### src/rtl/cpu_pkg.sv
// Shared CPU definitions: loader state encoding and instruction geometry,
// also used by the instruction memory.
package cpu_pkg;

  localparam int BYTES_PER_WORD = 4;
  localparam int INSTR_W        = 32;

  typedef enum logic [2:0] {
    LD_IDLE  = 3'd0,
    LD_RECV  = 3'd1,
    LD_WRITE = 3'd2,
    LD_CHK   = 3'd3,
    LD_DONE  = 3'd4
  } ld_state_e;

  // Running program checksum: a plain byte-wise XOR.
  function automatic logic [7:0] xor_fold(input logic [7:0] acc, input logic [7:0] b);
    return acc ^ b;
  endfunction

endpackage

### src/rtl/imem_word_assembler.sv
// Little-endian byte-to-word assembler: the k-th accepted byte lands in bits [8k+7:8k].
module imem_word_assembler
  import cpu_pkg::*;
(
  input  logic               clk,
  input  logic               rst_n,
  input  logic               i_clear,
  input  logic               i_valid,
  input  logic               i_ready,
  input  logic [7:0]         i_data,
  output logic [1:0]         o_byte_idx,
  output logic [INSTR_W-1:0] o_word,
  output logic               o_word_full
);

  logic [1:0]         r_idx;
  logic [INSTR_W-1:0] r_word;
  logic               w_take;

  assign w_take = i_valid & i_ready;

  // Byte lane write and index advance; a clear only rewinds the index since
  // every lane is overwritten before the next word is used.
  always_ff @(posedge clk or negedge rst_n) begin
    if (!rst_n) begin
      r_idx  <= 2'd0;
      r_word <= {INSTR_W{1'b0}};
    end else if (i_clear) begin
      r_idx  <= 2'd0;
    end else if (w_take) begin
      r_word[{r_idx, 3'b000} +: 8] <= i_data;
      r_idx                        <= r_idx + 2'd1;
    end
  end

  assign o_byte_idx  = r_idx;
  assign o_word      = r_word;
  // Flags the beat that completes the word, so the FSM can move on this edge.
  assign o_word_full = w_take && (r_idx == 2'(BYTES_PER_WORD - 1));

endmodule

### src/rtl/imem_loader.sv
// Byte-stream instruction-memory loader. Optional trailing checksum byte is
// enabled with the macro IMEM_LOADER_CHECKSUM_EN.
module imem_loader
  import cpu_pkg::*;
#(
  parameter int ADDR_W = 6
) (
  input  logic               clk,
  input  logic               rst_n,
  input  logic               start,
  input  logic [ADDR_W:0]    word_count,
  input  logic               byte_valid,
  input  logic [7:0]         byte_data,
  output logic               byte_ready,
  output logic               mem_we,
  output logic [ADDR_W-1:0]  mem_addr,
  output logic [INSTR_W-1:0] mem_wdata,
  output logic               cpu_hold,
  output logic               busy,
  output logic               done,
  output logic               error
);

  localparam logic [ADDR_W:0] DEPTH_L = (ADDR_W + 1)'(2 ** ADDR_W);

  ld_state_e          r_state;
  ld_state_e          w_next;
  logic [ADDR_W-1:0]  r_addr;
  logic [ADDR_W:0]    r_count;
  logic               r_error;
  logic               w_clear;
  logic               w_asm_ready;
  logic               w_word_full;
  logic               w_count_ok;
  logic               w_accept_start;
  logic               w_last;
  logic               w_take;
  logic [1:0]         w_byte_idx;
  logic [INSTR_W-1:0] w_word;
  logic               w_chk_bad;

  assign w_count_ok     = (word_count != (ADDR_W + 1)'(0)) && (word_count <= DEPTH_L);
  assign w_accept_start = (r_state == LD_IDLE) && start && w_count_ok;
  assign w_last         = ({1'b0, r_addr} == (r_count - (ADDR_W + 1)'(1)));
  assign w_asm_ready    = (r_state == LD_RECV);
  assign w_take         = byte_valid & byte_ready;

  imem_word_assembler u_asm (
    .clk         (clk),
    .rst_n       (rst_n),
    .i_clear     (w_clear),
    .i_valid     (byte_valid),
    .i_ready     (w_asm_ready),
    .i_data      (byte_data),
    .o_byte_idx  (w_byte_idx),
    .o_word      (w_word),
    .o_word_full (w_word_full)
  );

`ifdef IMEM_LOADER_CHECKSUM_EN
  logic [7:0] r_xor;

  // Running XOR of program bytes only; the check byte itself is excluded.
  always_ff @(posedge clk or negedge rst_n) begin
    if (!rst_n) begin
      r_xor <= 8'd0;
    end else if (w_accept_start) begin
      r_xor <= 8'd0;
    end else if ((r_state == LD_RECV) && w_take) begin
      r_xor <= xor_fold(r_xor, byte_data);
    end
  end

  assign w_chk_bad  = (r_state == LD_CHK) && w_take && (byte_data != r_xor);
  assign byte_ready = (r_state == LD_RECV) || (r_state == LD_CHK);
`else
  assign w_chk_bad  = 1'b0;
  assign byte_ready = (r_state == LD_RECV);
`endif

  // Next-state decode.
  always_comb begin
    w_next  = r_state;
    w_clear = 1'b0;
    case (r_state)
      LD_IDLE: begin
        if (w_accept_start) begin
          w_next  = LD_RECV;
          w_clear = 1'b1;
        end else begin
          w_next  = LD_IDLE;
        end
      end
      LD_RECV: begin
        if (w_word_full) begin
          w_next = LD_WRITE;
        end else begin
          w_next = LD_RECV;
        end
      end
      LD_WRITE: begin
        w_clear = 1'b1;
        if (w_last) begin
`ifdef IMEM_LOADER_CHECKSUM_EN
          w_next = LD_CHK;
`else
          w_next = LD_DONE;
`endif
        end else begin
          w_next = LD_RECV;
        end
      end
`ifdef IMEM_LOADER_CHECKSUM_EN
      LD_CHK: begin
        if (w_take) begin
          w_next = LD_DONE;
        end else begin
          w_next = LD_CHK;
        end
      end
`endif
      LD_DONE: w_next = LD_IDLE;
      default: w_next = LD_IDLE;
    endcase
  end

  // State register.
  always_ff @(posedge clk or negedge rst_n) begin
    if (!rst_n) begin
      r_state <= LD_IDLE;
    end else begin
      r_state <= w_next;
    end
  end

  // Word count latch and write address; the address never advances past the last word.
  always_ff @(posedge clk or negedge rst_n) begin
    if (!rst_n) begin
      r_addr  <= {ADDR_W{1'b0}};
      r_count <= {(ADDR_W + 1){1'b0}};
    end else if (w_accept_start) begin
      r_addr  <= {ADDR_W{1'b0}};
      r_count <= word_count;
    end else if ((r_state == LD_WRITE) && !w_last) begin
      r_addr  <= r_addr + ADDR_W'(1);
    end
  end

  // Error pulse: a rejected start, or a checksum miss that lands with done.
  always_ff @(posedge clk or negedge rst_n) begin
    if (!rst_n) begin
      r_error <= 1'b0;
    end else begin
      r_error <= ((r_state == LD_IDLE) && start && !w_count_ok) || w_chk_bad;
    end
  end

  assign mem_we    = (r_state == LD_WRITE);
  assign mem_addr  = r_addr;
  assign mem_wdata = w_word;
  assign busy      = (r_state == LD_RECV) || (r_state == LD_WRITE) || (r_state == LD_CHK);
  assign cpu_hold  = busy;
  assign done      = (r_state == LD_DONE);
  assign error     = r_error;

endmodule

### config.mk
export PLATFORM = sky130hd
export DESIGN_NAME = imem_loader
export DESIGN_NICKNAME = d
export VERILOG_FILES = /design/src/rtl/cpu_pkg.sv /design/src/rtl/imem_word_assembler.sv /design/src/rtl/imem_loader.sv
export SDC_FILE = /design/constraint.sdc
export NUM_CORES = 1
export LEC_CHECK = 0
export ABC_AREA = 1
export CAP_MARGIN = 25
export CORE_MARGIN = 4
export CORE_UTILIZATION = 35
export DETAILED_ROUTE_END_ITERATION = 8
export GPL_TIMING_DRIVEN = 0
export PLACE_DENSITY = 0.58
export REMOVE_ABC_BUFFERS = 1
export SYNTH_ARGS = -nofsm -noshare
export SYNTH_HDL_FRONTEND = slang
export SYNTH_SLANG_ARGS = --single-unit
### constraint.sdc
create_clock -name clk -period 6.46 [get_ports clk]
set_clock_uncertainty 0.2 [all_clocks]
set_input_delay 1.615 -clock clk [delete_from_list [all_inputs] [get_ports clk]]
set_output_delay 1.615 -clock clk [all_outputs]
set_load 0.03 [all_outputs]
## Word level (Yosys, flattened, before mapping)

Cells that the tools add are included.

- Shifts and indexed selects: 2
- Equal/unequal tests: 6
- $mul: 0
- Magnitude comparators: 1
- Divide/modulo/power cells: 0
- Add/subtract/negate cells: 4
- Reductions and logical operators: 15
- Multiplexer cells: 11
- Bitwise operators: 2

Operators by type and width:

| cell | number |
|---|---|
| bitwise mux 32 bit | 1 |
| variable shift 8 x 7 -> 32 bit (first input constant) | 1 |
| variable part select 8 x 7 -> 32 bit | 1 |
| 2-to-1 mux 6 bit | 2 |
| case mux 3 bit (3 select lines) | 1 |
| == test 6 x 7 -> 1 bit | 1 |
| <= comparator 7 bit (second input constant) | 1 |
| negator 5 -> 7 bit | 1 |
| nonzero test 7 bit | 1 |
| subtractor 7 x 1 -> 7 bit (second input constant) | 1 |
| adder 6 x 1 -> 6 bit (second input constant) | 1 |
| == test 3 x 2 -> 1 bit (second input constant) | 2 |
| logical AND 1 bit | 6 |
| 2-to-1 mux 2 bit | 3 |
| nonzero test 2 bit | 2 |
| == test 3 x 1 -> 1 bit (second input constant) | 1 |
| == test 3 bit (second input constant) | 1 |
| zero test 3 bit | 1 |
| 2-to-1 mux 3 bit | 1 |
| adder 2 x 1 -> 2 bit (second input constant) | 1 |
| == test 2 bit (second input constant) | 1 |
| zero test 1 bit | 2 |
| logical OR 1 bit | 2 |
| 2-to-1 mux 1 bit | 2 |
| 4 further kinds | 4 |

- Bits in read-only memories: 0
- Memories kept: 0
- Register bits: 51
- Output and inout port bits: 44
- Memory bits (writable): 0
- Word-level logic and storage cells: 47
- Bits in latches: 0

## Depth between registers and ports, before layout

Gate-level depths: netlist (run 1).

- Depth in word-level cells: 7
- Mapped depth: 13
- Gate-level depth less buffers: 13

## Modules after synthesis

From an unflattened synthesis (run 1), not the netlist that was laid out.

- Cells, all modules: 381
- Area, all modules: 2822.7 um^2

Modules (own cells, without submodules):

| module | cells each | area each (um^2) | instances | sequential area each (um^2) |
|---|---|---|---|---|
| imem_word_assembler | 222 | 1730.4 | 1 | 850.8 |
| imem_loader | 159 | 1092.3 | 1 | 425.4 |

## Worst setup path after synthesis (run 1)

Ideal clock, no wire load.

- Path type: register -> output
- From: register r_state[2]
- To: output mem_we
- Arrival time: 1179 ps
- Stages on the path, launching flop included: 2
- Required time: 4645 ps
- Buffers on the path: 0
- Setup slack: 3466 ps
- Cells stage by stage: dfrtp_1 nor3_2

- Word-level cells in the longest chain between the ends: 1

RTL lines:

| item | line | source |
|---|---|---|
| start: declaration | imem_loader.sv:26 | `ld_state_e r_state;` |
| start signal: assignment | imem_loader.sv:132 | `r_state <= w_next;` |
| == test 3 x 2 -> 1 bit | imem_loader.sv:158 | `assign mem_we = (r_state == LD_WRITE);` |
| end: declaration | imem_loader.sv:15 | `output logic mem_we,` |

No other way between the ends.

## Worst setup path in the final report (run 1)

Ends and elaborated chain as after synthesis.

==> reports/metrics.yaml, run 1 <==
grt:
  grt_pass1_wl_um: 11070
  gr-total-overflow: 0
  first_global_vias: 2270
  grtUsageTotal_pct: 15.56
  antenna_found_initial: 0
  grt_max_degree: 37
cells_and_area:
  layout_commonest_cell: "nand2_1"
  diodes: 0
  final_area_um2: 3458
  syn2layout_area_growth_pct: 31.87
  layout-drive-gt1-share_pct: 6.649
  final_util_pct: 47.68
  final_cells: 475
  final_cell_mix: "nand2_1, clkdlybuf4s50_1, dfrtp_1, nand3_1, inv_1"
  final_nets: 401
timing:
  tns_ns: 0
  min_period_ns: 3.927
  finalHoldViolCount: 0
  worstMarginPinSlew_ns: 0.6517
  maxSlewHeadroom_pct: 56.32
  setup_viol: 0
  slew_viol_final: 0
  rsz0062_at_grt: "no"
  post-route-period-util_pct: 60.79
  fmax_mhz: 254.7
clock_tree:
  postCtsHoldBufs: 0
  path_clk_slew_ns: 0.09
  cts_resized: 0
  cts_root_buf: "clkbuf_8"
  postCtsSetupBuffers: 0
  clock_path_buffers: 2
  cts_htree_levels: 2
  insertion_delay_ns: 0.30
  cts_buffers: 5
  cts.sinks: 51
  cts_tree: "built"
power_and_ir_drop:
  p_switching_w: 0.0007477
  total_power_w: 0.001647
  p_int_w: 0.0008990
  power_switching_share_pct: 45.41
  p_seq_share_pct: 32.6
  vdd_drop_max_mv: 0.2082
  p_per_area_nw_per_um2: 476.1
  power_frac_comb_pct: 51.5
  pwr-share-clk_pct: 15.8
  leakage_nw: 1.690
worst_setup_path:
  cp_max_fo: 9
  start_kind: "flip-flop"
  end_kind: "output port"
  worstSetupPathType: "reg -> out"
  cp.required_ns: 4.64
  reg2regPathDepth: 6
  r2r_start: "u_asm.o_byte_idx[0]"
  arrival_ns: 2.11
  setup.worst_path.start: "r_state[2]"
place:
  io_buffer_count: 62
  placed_cells: 467
  gp_congestion: 0.8583
  hpwl_um: 4763
  placed_cell_area_um2: 3326
drt:
  drtAntennaViolNets: 0
  via_per_inst: 4.821
  routedWlPerCell_um: 13.60
  drc: 0
  dr.first_iter.drc_count: 65
  vias: 2290
  drt_wl_total_um: 6461
  dr.pass1.iters: 4
die:
  design.die.area_um2: 8942
  io_pins: 63
  die_w_um: 94.56
  start_util_pct: 36.16
  fp.dieH_um: 94.56
  core_um2: 7253
  rows: 31
yosys:
  ys_seq_area_share_pct: 48.66
  synth_cells: 314
  yosys_warnings: 0
  syn_area_um2: 2623
  ys_types: 29
  ys_seq_elements: 51
  synth.avg_cell_area_um2: 8.352
min_path:
  hold_depth: 2
  holdCritStartpoint: "u_asm.o_word[14]"
  holdCritPathClass: "reg -> reg"
run_status:
  status: "complete, no violations"
job:
  drv_cap: 0
## power groups by stage
stage	Clock (W)	Sequential, W	Combinational, W
5_1_grt	0.000282	0.000557	0.000933
3_5_place_dp	0	0.000541	0.000856
6_report	0.000261	0.000537	0.000849
4_1_cts	0.000268	0.000538	0.000859
3_3_place_gp	0	0.000543	0.000851
2_1_floorplan	0	0.000702	0.000362
## layer usage
metal / track usage (%) / vias to the layer above / routed length (µm) / part of all wire [%]
met2: 26.60 / 57 / 3044 / 47
met5: 0 / - / 0 / 0
met4: 3.245 / 0 / 32 / 0.50
met1: 20.32 / 1071 / 3009 / 47
li1: - / 1157 / - / -
met3: 3.347 / 5 / 374 / 5.8
## per-stage QoR
step	hold WS, ns	setup WS (ns)
floorplan	0.2643	3.419
global route	0.3222	2.411
CTS	0.2957	2.506
detailed placement	0.2723	2.845
global placement	0.2625	1.916
finish	0.2925	2.533
## synth_stat cells
library cell | count | area share (%)
nand2_1 | 83 | 12
dfrtp_1 | 51 | 49
nand3_1 | 33 | 6.3
inv_1 | 31 | 4.4
nor2_1 | 23 | 3.3
o31ai_1 | 16 | 4.6
nand4_1 | 14 | 3.3
o21ai_0 | 11 | 2.1
ha_1 | 7 | 3.3
a21oi_1 | 6 | 1.1
o21ai_1 | 5 | 0.95
xor2_1 | 5 | 1.7
nand2_2 | 3 | 0.72
nand2_4 | 3 | 1.3
buf_1 | 2 | 0.29
buf_2 | 2 | 0.38
buf_6 | 2 | 0.86
clkinv_1 | 2 | 0.29
inv_2 | 2 | 0.29
nor2_2 | 2 | 0.48
nor2_4 | 2 | 0.86
nor3_2 | 2 | 0.76
buf_4 | 1 | 0.29
clkbuf_1 | 1 | 0.14
clkbuf_2 | 1 | 0.19
inv_4 | 1 | 0.24
nor2_8 | 1 | 0.76
nor3_1 | 1 | 0.19
o211ai_1 | 1 | 0.29
## kinds of logic (layout without fill, tap and decap cells)
group	Yosys count	count (layout)	share of synthesized area (%)
flip-flops	51	51	48.66
buffers and inverters	45	107	7.395
XOR/XNOR	5	5	1.670
AND/OR/NAND/NOR	167	167	29.87
AO/OA/AOI/OAI	39	39	9.065
adder cells (fa/ha/maj)	7	7	3.340
## path summary, 6_finish.rpt
check,slack (ns),end
worst max register to register,3.72,u_asm.o_word[21]
max in group asynchronous,4.51,u_asm.o_byte_idx[0]
worst min register to register,0.29,u_asm.o_word[14]
min in group asynchronous,1.03,mem_addr[0]
worst min-delay path,0.29,u_asm.o_word[14]
worst max-delay path,2.53,mem_we
## layout make-up
type | count | area, µm²
clock buffers | 6 | 72.57
clock inverters | 2 | 60.06
fillers | 728 | 3795
inverters | 36 | 137.6
multi-input cells | 218 | 1152
flip-flops and latches | 51 | 1276
well taps | 99 | 123.9
repair buffers | 63 | 635.6
## sequential cells by signal (all words and copies together), names as in the netlist
register,count
error,1
r_state,3
r_count,7
mem_addr,6
u_asm.o_byte_idx,2
u_asm.o_word,32
## worst max-delay path, stage by stage, from the launching register on
cell and delay, ns:
dfrtp_1 0.43, nor3_2 0.58, clkdlybuf4s50_1 0.80
Power figures use the tool's default switching activity.
==> run 2, diff against run 1 <==
Clock period 6.46 ns to 4.1 ns, I/O delays scaled along.
==> results of run 2 <==
Same layout as run 1 (identical final DEF). Status: complete, no violations.
Main changes from that run: setup slack after placement 2.845 ns -> 1.075 ns; setup slack after layout 2.533 ns -> 0.7632 ns; register-to-register setup slack 3.72 ns -> 1.36 ns; total power 0.001647 W -> 0.002594 W; worst IR drop on VDD 0.2082 mV -> 0.3281 mV
==> run 3, diff against run 2 <==
Settings changed: PLACE_DENSITY 0.58 to 0.6.
Clock period 4.1 ns to 2.9 ns, I/O delays scaled along.
==> reports/metrics.yaml, run 3 (same netlist as run 1, synthesis figures left out) <==
timing:
  post-route-period-util_pct: 91.89
  fmax_mhz: 375.3
  fin_ws_ns: 0.2353  # was 0.7632 ns
  worstMarginPinSlew_ns: 0.4900  # was 0.6517 ns
  tns_ns: 0  # unchanged
  slew_viol_final: 0  # unchanged
  rsz0062_at_grt: "no"  # unchanged
  maxSlewHeadroom_pct: 67.16  # was 56.32%
  finalHoldViolCount: 0  # unchanged
  setup_viol: 0  # unchanged
  min_period_ns: 2.665
drt:
  drc: 0  # unchanged
  vias: 2286  # was 2290
  drtAntennaViolNets: 0  # unchanged
  routedWlPerCell_um: 13.91  # was 13.60 µm
  dr.pass1.iters: 4  # unchanged
  dr.first_iter.drc_count: 63  # was 65
  drt_wl_total_um: 6608  # was 6461 µm
  via_per_inst: 4.813  # was 4.821
worst_setup_path:
  reg2regPathDepth: 6  # unchanged
  cp_max_fo: 4  # was 9
  r2r_start: "u_asm.o_byte_idx[0]"  # unchanged
  crit_chain: "nor2_2 > nand2_2 > inv_1 > clkdlybuf4s50_1"  # was nor3_2 > clkdlybuf4s50_1
  worst_path_largest_cell_delay_ns: 0.66  # was 0.80 ns
  arrival_ns: 1.74  # was 2.11 ns
  rr_endpoint: "u_asm.o_word[23]"  # was u_asm.o_word[21]
  cp.required_ns: 1.98  # was 2.87 ns
  start_kind: "flip-flop"  # unchanged
  r2r_slack_ns: 0.42  # was 1.36 ns
  worstSetupPathType: "reg -> out"  # unchanged
  end_kind: "output port"  # unchanged
  cp_slowest_cell: "clkdlybuf4s50_1"  # unchanged
grt:
  antenna_found_initial: 0  # unchanged
  first_global_vias: 2326  # was 2270
  gr-total-overflow: 0  # unchanged
  grt_max_degree: 37  # unchanged
  grt_pass1_wl_um: 11160  # was 11070 µm
  grtUsageTotal_pct: 15.83  # was 15.56%
job:
  drv_cap: 0  # unchanged
clock_tree:
  cts_buffers: 5  # unchanged
  cts_htree_levels: 2  # unchanged
  cts_tree: "built"  # unchanged
  cts.sinks: 51  # unchanged
  insertion_delay_ns: 0.30  # about the same
  clock_path_buffers: 2  # unchanged
  path_clk_slew_ns: 0.10  # was 0.09 ns
  cts_root_buf: "clkbuf_8"  # unchanged
power_and_ir_drop:
  total_power_w: 0.003625  # was 0.002594 W
  p_per_area_nw_per_um2: 1050  # was 750.2 nW/µm²
  p_switching_w: 0.001684  # was 0.001178 W
  leakage_nw: 1.687  # was 1.690 nW
  p_int_w: 0.001941  # was 0.001416 W
  power_switching_share_pct: 46.46  # was 45.41%
  pwr-share-clk_pct: 14.2  # was 15.8%
  p_seq_share_pct: 33.4  # was 32.6%
  vdd_drop_max_mv: 0.4890  # was 0.3281 mV
  power_frac_comb_pct: 52.4  # was 51.5%
die:
  fp.dieH_um: 94.56  # unchanged
  die_w_um: 94.56  # unchanged
  design.die.area_um2: 8942  # unchanged
  start_util_pct: 36.16  # unchanged
  io_pins: 63  # unchanged
  rows: 31  # unchanged
  core_um2: 7253  # unchanged
cells_and_area:
  layout_commonest_cell: "nand2_1"  # unchanged
  final_cell_mix: "nand2_1, clkdlybuf4s50_1, dfrtp_1, nand3_1, inv_1"  # unchanged
  layout-drive-gt1-share_pct: 7.447  # was 6.649%
  final_nets: 401  # unchanged
  largest_reg_flops: 32  # unchanged
  syn2layout_area_growth_pct: 31.63  # was 31.87%
  num-fill-cells: 704  # was 728
  final_util_pct: 47.59  # was 47.68%
  final_cells: 475  # unchanged
  diodes: 0  # unchanged
run_status:
  status: "complete, no violations"  # unchanged
place:
  gp_congestion: 0.8348  # was 0.8583
  post-place-ws_ns: 0.1523  # was 1.075 ns
  placed_cells: 467  # unchanged
  hpwl_um: 4813  # was 4763 µm
  io_buffer_count: 62  # unchanged
min_path:
  holdCritPathClass: "in -> async"  # was reg -> reg
run 3: how the worst max path moves through the flow:
stage,endpoint,cells past startpoint,start
after floorplan,busy,2,r_state[0]
after global placement,u_asm.o_word[8],1,rst_n
after detailed placement,u_asm.o_word[22],6,u_asm.o_byte_idx[0]
after CTS,u_asm.o_word[22],6,u_asm.o_byte_idx[0]
after global routing,byte_ready,4,r_state[2]
final,byte_ready,4,r_state[2]
run 3: per-stage QoR:
step           hold WS (ns)  instance area (µm²)
6_report             0.1300                 3452
2_1_floorplan        0.2294                 2566
4_1_cts              0.1395                 3448
5_1_grt              0.1460                 3452
3_5_place_dp         0.2732                 3326
3_3_place_gp         0.2687                 3311
run 3: metal layers:
metal / up-vias / global-route usage, % / routed length, µm
met5: - / 0 / 0
met4: 0 / 3.846 / 63
met3: 6 / 3.825 / 358
met2: 50 / 26.77 / 3146
met1: 1076 / 20.44 / 3040
li1: 1154 / - / -
run 3: power by group through the flow:
stage	clock (W)	sequential [W]	combinational, W
floorplan	0	0.00156	0.000807
global placement	0	0.00121	0.00190
detailed placement	0	0.00121	0.00191
CTS	0.000533	0.00121	0.00192
global route	0.000563	0.00125	0.00208
finish	0.000516	0.00121	0.00190
run 3: layout make-up:
cell class | instances | area, µm² | area share [%]
flip-flops and latches | 51 | 1277 | 37.01
inverters | 36 | 137.6 | 3.987
well taps | 99 | 123.9 | 3.588
repair buffers | 63 | 634.4 | 18.38
clock inverters | 2 | 35.03 | 1.015
multi-input cells | 218 | 1161 | 33.64
clock buffers | 6 | 82.58 | 2.392
run 3: worst max-delay path: cells and delay by family, from the launching register on:
family / cells / cell delay (ns)
buf+inv: 2 / 0.74
flops: 1 / 0.45
simple gates: 2 / 0.25
run 3: what timing repair did:
action | 4_1_cts | 5_1_grt
gates resized for setup | 2 | 2
setup buffers | 0 | 0
endpoints found under the setup margin | 1 | 8
hold buffers | 0 | 0
